===== config.mk =====
export PLATFORM = sky130hd
export DESIGN_NAME = memory_arbiter_rr
export DESIGN_NICKNAME = d
export VERILOG_FILES = /design/src/rtl/memory_arbiter_rr.sv
export SDC_FILE = /design/constraint.sdc
export NUM_CORES = 1
export LEC_CHECK = 0
export CAP_MARGIN = 20
export CORE_AREA = 10 10 306 308
export DETAILED_ROUTE_END_ITERATION = 8
export DIE_AREA = 0 0 316 318
export GPL_ROUTABILITY_DRIVEN = 0
export SYNTH_ARGS = -nofsm -noshare
export SYNTH_HDL_FRONTEND = slang
export SYNTH_SLANG_ARGS = --single-unit

===== constraint.sdc =====
create_clock -name CLK -period 3 [get_ports CLK]
set_input_delay 0.45 -clock CLK [delete_from_list [all_inputs] [get_ports CLK]]
set_output_delay 0.45 -clock CLK [all_outputs]
set_load 0.03 [all_outputs]

===== src/rtl/memory_arbiter_rr.sv =====
// Round-robin memory arbiter: N cache channels share one RAM port with a burst scratchpad.
// Optional build macro ARBITER_STARVE_GUARD_EN bounds how long a cache can wait behind bursts.
module memory_arbiter_rr #(
  parameter int NREQ       = 2,
  parameter int BEATS      = 8,
  parameter int WORD_W     = 32,
  parameter int ADDR_W     = 32,
  parameter int STRIDE     = 4,
  parameter int STARVE_MAX = 3
) (
  input  logic                     CLK,
  input  logic                     nRST,
  input  logic [NREQ-1:0]          req_ren,
  input  logic [NREQ-1:0]          req_wen,
  input  logic [NREQ*ADDR_W-1:0]   req_addr,
  input  logic [NREQ*WORD_W-1:0]   req_store,
  output logic [NREQ-1:0]          req_wait,
  output logic [WORD_W-1:0]        req_load,
  input  logic                     sp_load,
  input  logic                     sp_store,
  input  logic [ADDR_W-1:0]        sp_addr,
  input  logic [BEATS*WORD_W-1:0]  sp_store_data,
  output logic [BEATS*WORD_W-1:0]  sp_load_data,
  output logic                     sp_load_done,
  output logic                     sp_store_done,
  output logic [ADDR_W-1:0]        ramaddr,
  output logic [WORD_W-1:0]        ramstore,
  output logic                     ramREN,
  output logic                     ramWEN,
  input  logic                     ramBUSY,
  input  logic [WORD_W-1:0]        ramload
);

  localparam int IDX_W  = (NREQ > 1) ? $clog2(NREQ) : 1;
  localparam int BEAT_W = (BEATS > 1) ? $clog2(BEATS) : 1;

  typedef enum logic [1:0] {IDLE, CACHE, SP_LD, SP_ST} state_t;

  state_t                   state_q, state_d;
  logic [IDX_W-1:0]         rr_ptr_q, rr_ptr_d;
  logic [IDX_W-1:0]         grant_q, grant_d;
  logic [BEAT_W-1:0]        beat_q, beat_d;
  logic [BEATS*WORD_W-1:0]  sp_load_data_q, sp_load_data_d;
  logic                     sp_load_done_q, sp_load_done_d;
  logic                     sp_store_done_q, sp_store_done_d;

  logic [NREQ-1:0]          cache_req;
  logic                     rr_found;
  logic [IDX_W-1:0]         rr_idx;
  logic [ADDR_W-1:0]        beat_off;
  logic                     cache_grant;
  logic                     sp_grant;
  logic                     starve_hit;

  assign cache_req = req_ren | req_wen;
  assign beat_off  = ADDR_W'(beat_q) * ADDR_W'(STRIDE);

  // First requesting channel at or after rr_ptr, wrapping modulo NREQ.
  always_comb begin
    rr_found = 1'b0;
    rr_idx   = '0;
    for (int k = 0; k < NREQ; k++) begin
      if (!rr_found && cache_req[(int'(rr_ptr_q) + k) % NREQ]) begin
        rr_found = 1'b1;
        rr_idx   = IDX_W'((int'(rr_ptr_q) + k) % NREQ);
      end
    end
  end

`ifdef ARBITER_STARVE_GUARD_EN
  localparam int STV_W = ($clog2(STARVE_MAX + 1) < 2) ? 2 : $clog2(STARVE_MAX + 1);

  logic [STV_W-1:0] starve_q, starve_d;

  assign starve_hit = rr_found && (starve_q == STV_W'(STARVE_MAX));

  always_comb begin
    starve_d = starve_q;
    if (cache_grant)
      starve_d = '0;
    else if (sp_grant && rr_found)
      starve_d = starve_q + 1'b1;
  end

  always_ff @(posedge CLK or negedge nRST) begin
    if (!nRST) starve_q <= '0;
    else       starve_q <= starve_d;
  end
`else
  // STARVE_MAX only has an effect when the guard is built in.
  assign starve_hit = (STARVE_MAX < 0);
`endif

  always_comb begin
    state_d         = state_q;
    rr_ptr_d        = rr_ptr_q;
    grant_d         = grant_q;
    beat_d          = beat_q;
    sp_load_data_d  = sp_load_data_q;
    sp_load_done_d  = 1'b0;
    sp_store_done_d = 1'b0;
    cache_grant     = 1'b0;
    sp_grant        = 1'b0;
    ramaddr         = '0;
    ramstore        = '0;
    ramREN          = 1'b0;
    ramWEN          = 1'b0;
    req_wait        = '1;
    req_load        = '0;
    case (state_q)
      IDLE: begin
        if (starve_hit) begin
          cache_grant = 1'b1;
          grant_d     = rr_idx;
          state_d     = CACHE;
        end else if (sp_load) begin
          sp_grant = 1'b1;
          beat_d   = '0;
          state_d  = SP_LD;
        end else if (sp_store) begin
          sp_grant = 1'b1;
          beat_d   = '0;
          state_d  = SP_ST;
        end else if (rr_found) begin
          cache_grant = 1'b1;
          grant_d     = rr_idx;
          state_d     = CACHE;
        end
      end
      CACHE: begin
        ramaddr  = req_addr[int'(grant_q)*ADDR_W +: ADDR_W];
        ramstore = req_store[int'(grant_q)*WORD_W +: WORD_W];
        ramREN   = req_ren[grant_q];
        ramWEN   = req_wen[grant_q] & ~req_ren[grant_q];
        if (!cache_req[grant_q]) begin
          state_d = IDLE;
        end else if (!ramBUSY) begin
          req_wait[grant_q] = 1'b0;
          if (req_ren[grant_q]) req_load = ramload;
          rr_ptr_d = IDX_W'((int'(grant_q) + 1) % NREQ);
          state_d  = IDLE;
        end
      end
      SP_LD: begin
        if (!sp_load) begin
          beat_d  = '0;
          state_d = IDLE;
        end else begin
          ramREN  = 1'b1;
          ramaddr = sp_addr + beat_off;
          if (!ramBUSY) begin
            sp_load_data_d[int'(beat_q)*WORD_W +: WORD_W] = ramload;
            if (beat_q == BEAT_W'(BEATS - 1)) begin
              sp_load_done_d = 1'b1;
              beat_d         = '0;
              state_d        = IDLE;
            end else begin
              beat_d = beat_q + 1'b1;
            end
          end
        end
      end
      SP_ST: begin
        if (!sp_store) begin
          beat_d  = '0;
          state_d = IDLE;
        end else begin
          ramWEN   = 1'b1;
          ramaddr  = sp_addr + beat_off;
          ramstore = sp_store_data[int'(beat_q)*WORD_W +: WORD_W];
          if (!ramBUSY) begin
            if (beat_q == BEAT_W'(BEATS - 1)) begin
              sp_store_done_d = 1'b1;
              beat_d          = '0;
              state_d         = IDLE;
            end else begin
              beat_d = beat_q + 1'b1;
            end
          end
        end
      end
      default: state_d = IDLE;
    endcase
  end

  always_ff @(posedge CLK or negedge nRST) begin
    if (!nRST) begin
      state_q         <= IDLE;
      rr_ptr_q        <= '0;
      grant_q         <= '0;
      beat_q          <= '0;
      sp_load_data_q  <= '0;
      sp_load_done_q  <= 1'b0;
      sp_store_done_q <= 1'b0;
    end else begin
      state_q         <= state_d;
      rr_ptr_q        <= rr_ptr_d;
      grant_q         <= grant_d;
      beat_q          <= beat_d;
      sp_load_data_q  <= sp_load_data_d;
      sp_load_done_q  <= sp_load_done_d;
      sp_store_done_q <= sp_store_done_d;
    end
  end

  assign sp_load_data  = sp_load_data_q;
  assign sp_load_done  = sp_load_done_q;
  assign sp_store_done = sp_store_done_q;

endmodule


==> flow_metrics.env, run 1 <==
export IMPL_synthArstFlopShare_pct=100
export IMPL_crit_type="flop to output port"
export IMPL_grt_pass1_wl_um=137000
export IMPL_hpwl_um=87700
export IMPL_dr_total_vias=15300
export IMPL_area_growth_pct=87.6
export IMPL_clockRootBuffer="clkbuf_16"
export IMPL_worst_pin_slew_ns=0.722
export IMPL_relSlewSlack_pct=51.9
export IMPL_wl_um=103000
export IMPL_post_route_drc_count=0
export IMPL_cts_sinks=265
export IMPL_fin_nets=2719
export IMPL_clk_insertion_delay_late_ns=0.53
export IMPL_cts_buffer_depth=3
export IMPL_power_leakage_nw=10.8
export IMPL_die_x_um=316
export IMPL_die_area_sq_um=100000
export IMPL_reg2reg_from="beat_q[0]$_DFFE_PN0P_"
export IMPL_drt_pre_antenna_iters=5
export IMPL_start_util_pct=16.6
export IMPL_via_per_inst=4.40
export IMPL_setup_viol=40
export IMPL_overflow=0
export IMPL_core_sq_um=87700
export IMPL_end_kind="output port"
export IMPL_grt_usage_pct=19.7
export IMPL_grt_max_degree=75
export IMPL_synth_seq_area_share_pct=45.7
export IMPL_rsz0062_at_grt="yes"
export IMPL_fin_ws_ns=-0.144
export IMPL_synth_cell_types=57
export IMPL_drive_gt1_share_pct=21.4
export IMPL_skew_ns=0.0330
export IMPL_synth_nets=1829
export IMPL_worst_path_max_fanout=5
export IMPL_postRouteAntennaNets=0
export IMPL_power_density_nw_per_um2=587
export IMPL_synth_main_ff_cell="dfrtp_1"
export IMPL_synth_edff_count=0
export IMPL_std_cell_rows=109
export IMPL_dr_first_iter_drc_count=1082
export IMPL_syn_inst=1355
export IMPL_timing_final_crit_share_pct=105
export IMPL_die_y_um=318
export IMPL_grt_pass1_vias=15600
export IMPL_synth_top_cell_by_area="dfrtp_1"
export IMPL_holdCritPathClass="flop to flop"
export IMPL_hold_path_startpoint="sp_load_data[180]$_DFFE_PN0P_"
export IMPL_synth_area_per_cell_sq_um=10.7
export IMPL_io_pins=815
export IMPL_p_total_mw=16.0
export IMPL_period_minus_slack_ns=3.14
export IMPL_synth_seq_cells=265
export IMPL_wl_per_cell_um=29.8
export IMPL_tritoncts="yes"
export IMPL_max_freq_ghz=0.318
export IMPL_antenna_found_initial=72
export IMPL_violations="negative setup slack"
export IMPL_arrival_ns=2.69
export IMPL_netlist_area_sq_um=14500
export IMPL_synth_most_common_cell="dfrtp_1"
export IMPL_cp_required_ns=2.55
export IMPL_numPortBuffers=814
export IMPL_yosys_warnings=0
export IMPL_crit_start="beat_q[0]$_DFFE_PN0P_"
export IMPL_pre_cts_ws_ns=-0.449
export IMPL_drv_slew=0
export IMPL_h_tree_depth=2
export IMPL_hold_viol_final=0
export IMPL_synth_area_top_cells="dfrtp_1 (46%), mux4_2 (9.9%), o31ai_1 (9.5%)"
export IMPL_max_cap_viol_count=0
export IMPL_synthTopCellsByCount="dfrtp_1 (265), nand2_1 (256), o31ai_1 (184), mux2i_1 (90), clkbuf_1 (83)"
export IMPL_worstSetupStartpointType="flop"
export IMPL_synth_top_area_share_pct=45.7
export IMPL_path_clk_slew_ns=0.06
export IMPL_status="finished with violations"
export IMPL_ir_drop_mv=0.463
export IMPL_cts_buffers=34
-- layout make-up --
type	count	area, sq um
timing repair buffer	968	9870
antenna	32	80.1
fill	9146	60500
inverter	15	57.6
sequential	265	6640
multi-input combinational	961	8020
clock buffer	49	1010
clock inverter	12	92.6
tap	1165	1460
-- worst paths after layout --
path	cells after the start	to	slack (ns)
worst max register to register	10	sp_load_data[152]$_DFFE_PN0P_	0.18
worst min register to register	2	sp_load_data[180]$_DFFE_PN0P_	0.47
worst max-delay path	10	ramaddr[12]	-0.14
max in group asynchronous	3	sp_load_data[30]$_DFFE_PN0P_	1.65
worst min-delay path	2	sp_load_data[180]$_DFFE_PN0P_	0.47
min in group asynchronous	2	sp_load_data[32]$_DFFE_PN0P_	0.49
-- cells by family after synthesis --
family                     count (synthesis)  share of synthesized area (%)
and+or+nand+nor                          413                           13.3
AOI/OAI and AO/OA                        308                           15.0
DFF                                      265                           45.7
muxes                                    195                           19.3
buffers and inverters                    130                           3.54
xor gates and xnor gates                  27                           1.63
adders and majority gates                 17                           1.52
-- layer usage --
metal | part of all wire (%) | up-vias | global-route usage (%)
li1 | - | 6865 | -
met2 | 55 | 736 | 38.2
met3 | 6.5 | 223 | 4.37
met1 | 32 | 7446 | 18.5
met4 | 6.9 | 0 | 10.9
met5 | 0 | - | 0
-- layout by cell type (no fill, tap or decap), types with 10 or more instances in the layout --
| master | n |
|---|---|
| and2_1 | 35 |
| buf_12 | 47 |
| buf_4 | 164 |
| buf_6 | 27 |
| clkbuf_16 | 37 |
| clkdlybuf4s50_1 | 707 |
| dfrtp_1 | 262 |
| diode_2 | 32 |
| dlygate4sd2_1 | 10 |
| ha_1 | 12 |
| mux2_1 | 32 |
| mux2i_1 | 70 |
| mux2i_2 | 12 |
| mux4_2 | 64 |
| nand2_1 | 253 |
| nand2b_1 | 36 |
| nor2_1 | 20 |
| nor2b_1 | 11 |
| o21ai_0 | 17 |
| o21ai_1 | 24 |
| o22ai_1 | 36 |
| o22ai_2 | 22 |
| o31ai_1 | 184 |
| xnor2_1 | 19 |
-- flip-flops by register name, indices dropped and copies added, names as in the netlist --
signal / flops
rr_ptr_q: 1
beat_q: 3
grant_q: 1
sp_load_data: 256
state_q: 2
sp_store_done: 1
sp_load_done: 1
-- where the power goes --
part | total, mW | internal [mW] | switching, mW
combinational | 7.99 | 3.56 | 4.42
clock | 4.00 | 2.36 | 1.63
sequential | 4.00 | 3.83 | 0.167
-- per-stage QoR --
step / cell area [sq um] / hold WS [ns] / instances / utilization [%] / setup TNS [ns]
after floorplan: 14600 / 0.154 / 1355 / - / 0
after CTS: 26900 / 0.478 / 3427 / 30.6 / -4.22
after global placement: 25000 / 0.457 / 3338 / 28.5 / -4.44
after detailed placement: 25000 / 0.465 / 3338 / 28.5 / -4.79
after global routing: 27200 / 0.489 / 3459 / 31.0 / -6.76
final: 27200 / 0.473 / 3467 / 31.1 / -2.72
-- worst max-delay path: stages, from the launching register on --
cell       delay, ns
dfrtp_4         0.43
ha_4            0.14
inv_2           0.03
fa_2            0.36
nor2b_4         0.19
o2111ai_4       0.25
buf_6           0.22
nor2_4          0.11
xnor2_2         0.07
o22ai_2         0.19
buf_12          0.16
-- what timing repair did --
action	CTS	global route
gates resized for setup	118	46
cloned	3	1
setup endpoints to repair	93	62
endpoints found under the hold margin	67	0
buffers inserted	25	8
hold buffers	1	0
pin swaps	41	22
(Power assumes the default switching activity.)
==> inputs of run 2 (changes only) <==
--- a/config.mk
+++ b/config.mk
@@ -7,8 +7,10 @@
 export LEC_CHECK = 0
 export CAP_MARGIN = 20
 export CORE_AREA = 10 10 306 308
+export CTS_CLUSTER_DIAMETER = 30
 export DETAILED_ROUTE_END_ITERATION = 8
 export DIE_AREA = 0 0 316 318
+export DONT_BUFFER_PORTS = 1
 export GPL_ROUTABILITY_DRIVEN = 0
 export SYNTH_ARGS = -nofsm -noshare
 export SYNTH_HDL_FRONTEND = slang
==> run 2 against run 1 <==
The flow finishes with violations (negative hold slack, negative setup slack). Register-to-register slack about the same. Sequential share of layout area rose by 7.2 points. Clock-buffer cell count increased by 29. Combinational power shrank 21%. Wire length down 3.6%. Critical path depth decreased by 1. Total power increased by 11%. First-iteration DRC count fell by 9.1%. Clock power rose by 74%. Clock skew shrank 0.0016 ns.
==> flow_metrics.env, run 2 (synthesis gave the netlist of run 1 again) <==
export IMPL_cts_buffer_depth=3
export IMPL_grt_pass1_vias=12900
export IMPL_worst_path_max_fanout=5
export IMPL_crit_type="flop to output port"
export IMPL_period_minus_slack_ns=3.21
export IMPL_dp_cells=2530
export IMPL_antenna_found_initial=89
export IMPL_timing_final_crit_share_pct=107
export IMPL_grt_pass1_wl_um=127000
export IMPL_power_leakage_nw=8.47
export IMPL_die_area_sq_um=100000
export IMPL_wl_per_cell_um=36.1
export IMPL_fin_nets=1976
export IMPL_drv_slew=0
export IMPL_layout_commonest_cell="dfrtp_1"
export IMPL_h_tree_depth=2
export IMPL_hpwl_um=81300
export IMPL_std_cell_rows=109
export IMPL_holdCritPathClass="input port to async pin"
export IMPL_largest_reg_flops=256
export IMPL_die_y_um=318
export IMPL_drt_pre_antenna_iters=5
export IMPL_hold_viol_final=265
export IMPL_tritoncts="yes"
export IMPL_max_freq_ghz=0.311
export IMPL_postRouteAntennaNets=0
export IMPL_stdcell_area_sq_um=21000
export IMPL_via_per_inst=4.65
export IMPL_max_cap_viol_count=0
export IMPL_power_density_nw_per_um2=846
export IMPL_worstSetupStartpointType="flop"
export IMPL_status="finished with violations"
export IMPL_die_x_um=316
export IMPL_path_clk_slew_ns=0.05
export IMPL_end_kind="output port"
export IMPL_post_route_drc_count=0
export IMPL_setup_viol=46
export IMPL_pre_cts_ws_ns=0.142
export IMPL_final_cell_mix="dfrtp_1 (262), nand2_1 (253), o31ai_1 (181)"
export IMPL_place_area_sq_um=16800
export IMPL_io_pins=815
export IMPL_dr_total_vias=12800
export IMPL_cts_sinks=265
export IMPL_fin_ws_ns=-0.213
export IMPL_ir_drop_mv=0.504
export IMPL_start_util_pct=16.6
export IMPL_whs_ns=-0.438
export IMPL_overflow=0
export IMPL_arrival_ns=2.76
export IMPL_relSlewSlack_pct=46.6
export IMPL_worst_pin_slew_ns=0.800
export IMPL_grt_max_degree=266
export IMPL_dr_first_iter_drc_count=984
export IMPL_grt_usage_pct=18.8
export IMPL_area_growth_pct=44.9
export IMPL_clockRootBuffer="clkbuf_16"
export IMPL_stdcell_count=2761
export IMPL_hold_buffers=33
export IMPL_drive_gt1_share_pct=32.0
export IMPL_p_total_mw=17.8
export IMPL_clk_insertion_delay_late_ns=0.60
export IMPL_core_sq_um=87700
export IMPL_cts_buffers=61
export IMPL_wl_um=99800
export IMPL_violations="negative hold slack, negative setup slack"
export IMPL_rsz0062_at_grt="yes"
export IMPL_skew_ns=0.0313
export IMPL_numPortBuffers=0
export IMPL_cp_required_ns=2.55
run 2: final timing paths:
path,from,end,slack [ns],cells past startpoint
worst max-delay path,beat_q[0]$_DFFE_PN0P_,ramaddr[12],-0.21,9
worst min-delay path,nRST,sp_load_data[32]$_DFFE_PN0P_,-0.44,0
worst max register to register,beat_q[0]$_DFFE_PN0P_,sp_load_data[151]$_DFFE_PN0P_,0.17,11
worst min register to register,rr_ptr_q$_DFFE_PN0P_,rr_ptr_q$_DFFE_PN0P_,0.53,1
max in group asynchronous,nRST,grant_q$_DFFE_PN0P_,3.02,0
min in group CLK,ramload[14],sp_load_data[142]$_DFFE_PN0P_,0.06,2
run 2: per-layer routing:
layer / global-route usage [%] / part of all wire (%) / up-vias
met5: 0 / 0.062 / -
met4: 9.30 / 6.5 / 8
met3: 4.63 / 7.4 / 234
met2: 36.9 / 55 / 843
met1: 17.6 / 31 / 6357
li1: - / - / 5399
run 2: layout make-up:
type	count	area (sq um)
repair buffers	198	2260
inverters	15	63.8
diodes	45	113
fillers	9306	66700
clock inverters	34	490
clock buffers	78	1680
flip-flops and latches	265	6640
multi-input cells	961	8320
well taps	1165	1460
run 2: where the power goes:
group	switching [mW]	internal, mW	leakage (nW)
clock network	2.12	4.86	1.05
logic	3.65	2.65	3.79
registers	0.673	3.84	3.63
total	6.44	11.3	8.47
run 2: critical path, cell delays in order, from the launching register on:
cell and delay [ns]:
dfrtp_4 0.44, ha_4 0.15, inv_2 0.03, fa_2 0.36, nor2b_4 0.18, o2111ai_4 0.20
nor2_1 0.28, xnor2_1 0.14, o22ai_2 0.16, buf_4 0.21
run 2: through the flow:
stage | TNS (ns) | utilization (%) | hold slack [ns]
floorplan | 0 | - | 0.154
global placement | 0 | 19.2 | 0.163
detailed placement | 0 | 19.2 | 0.163
CTS | -10.01 | 22.9 | -0.487
global route | -9.23 | 23.9 | -0.484
finish | -5.63 | 24.0 | -0.438
run 2: timing repair:
action,4_1_cts,5_1_grt
hold endpoints to repair,300,265
buffers inserted,16,14
gates resized for setup,91,146
cloned,8,4
pin swaps,32,40
setup endpoints to repair,88,160
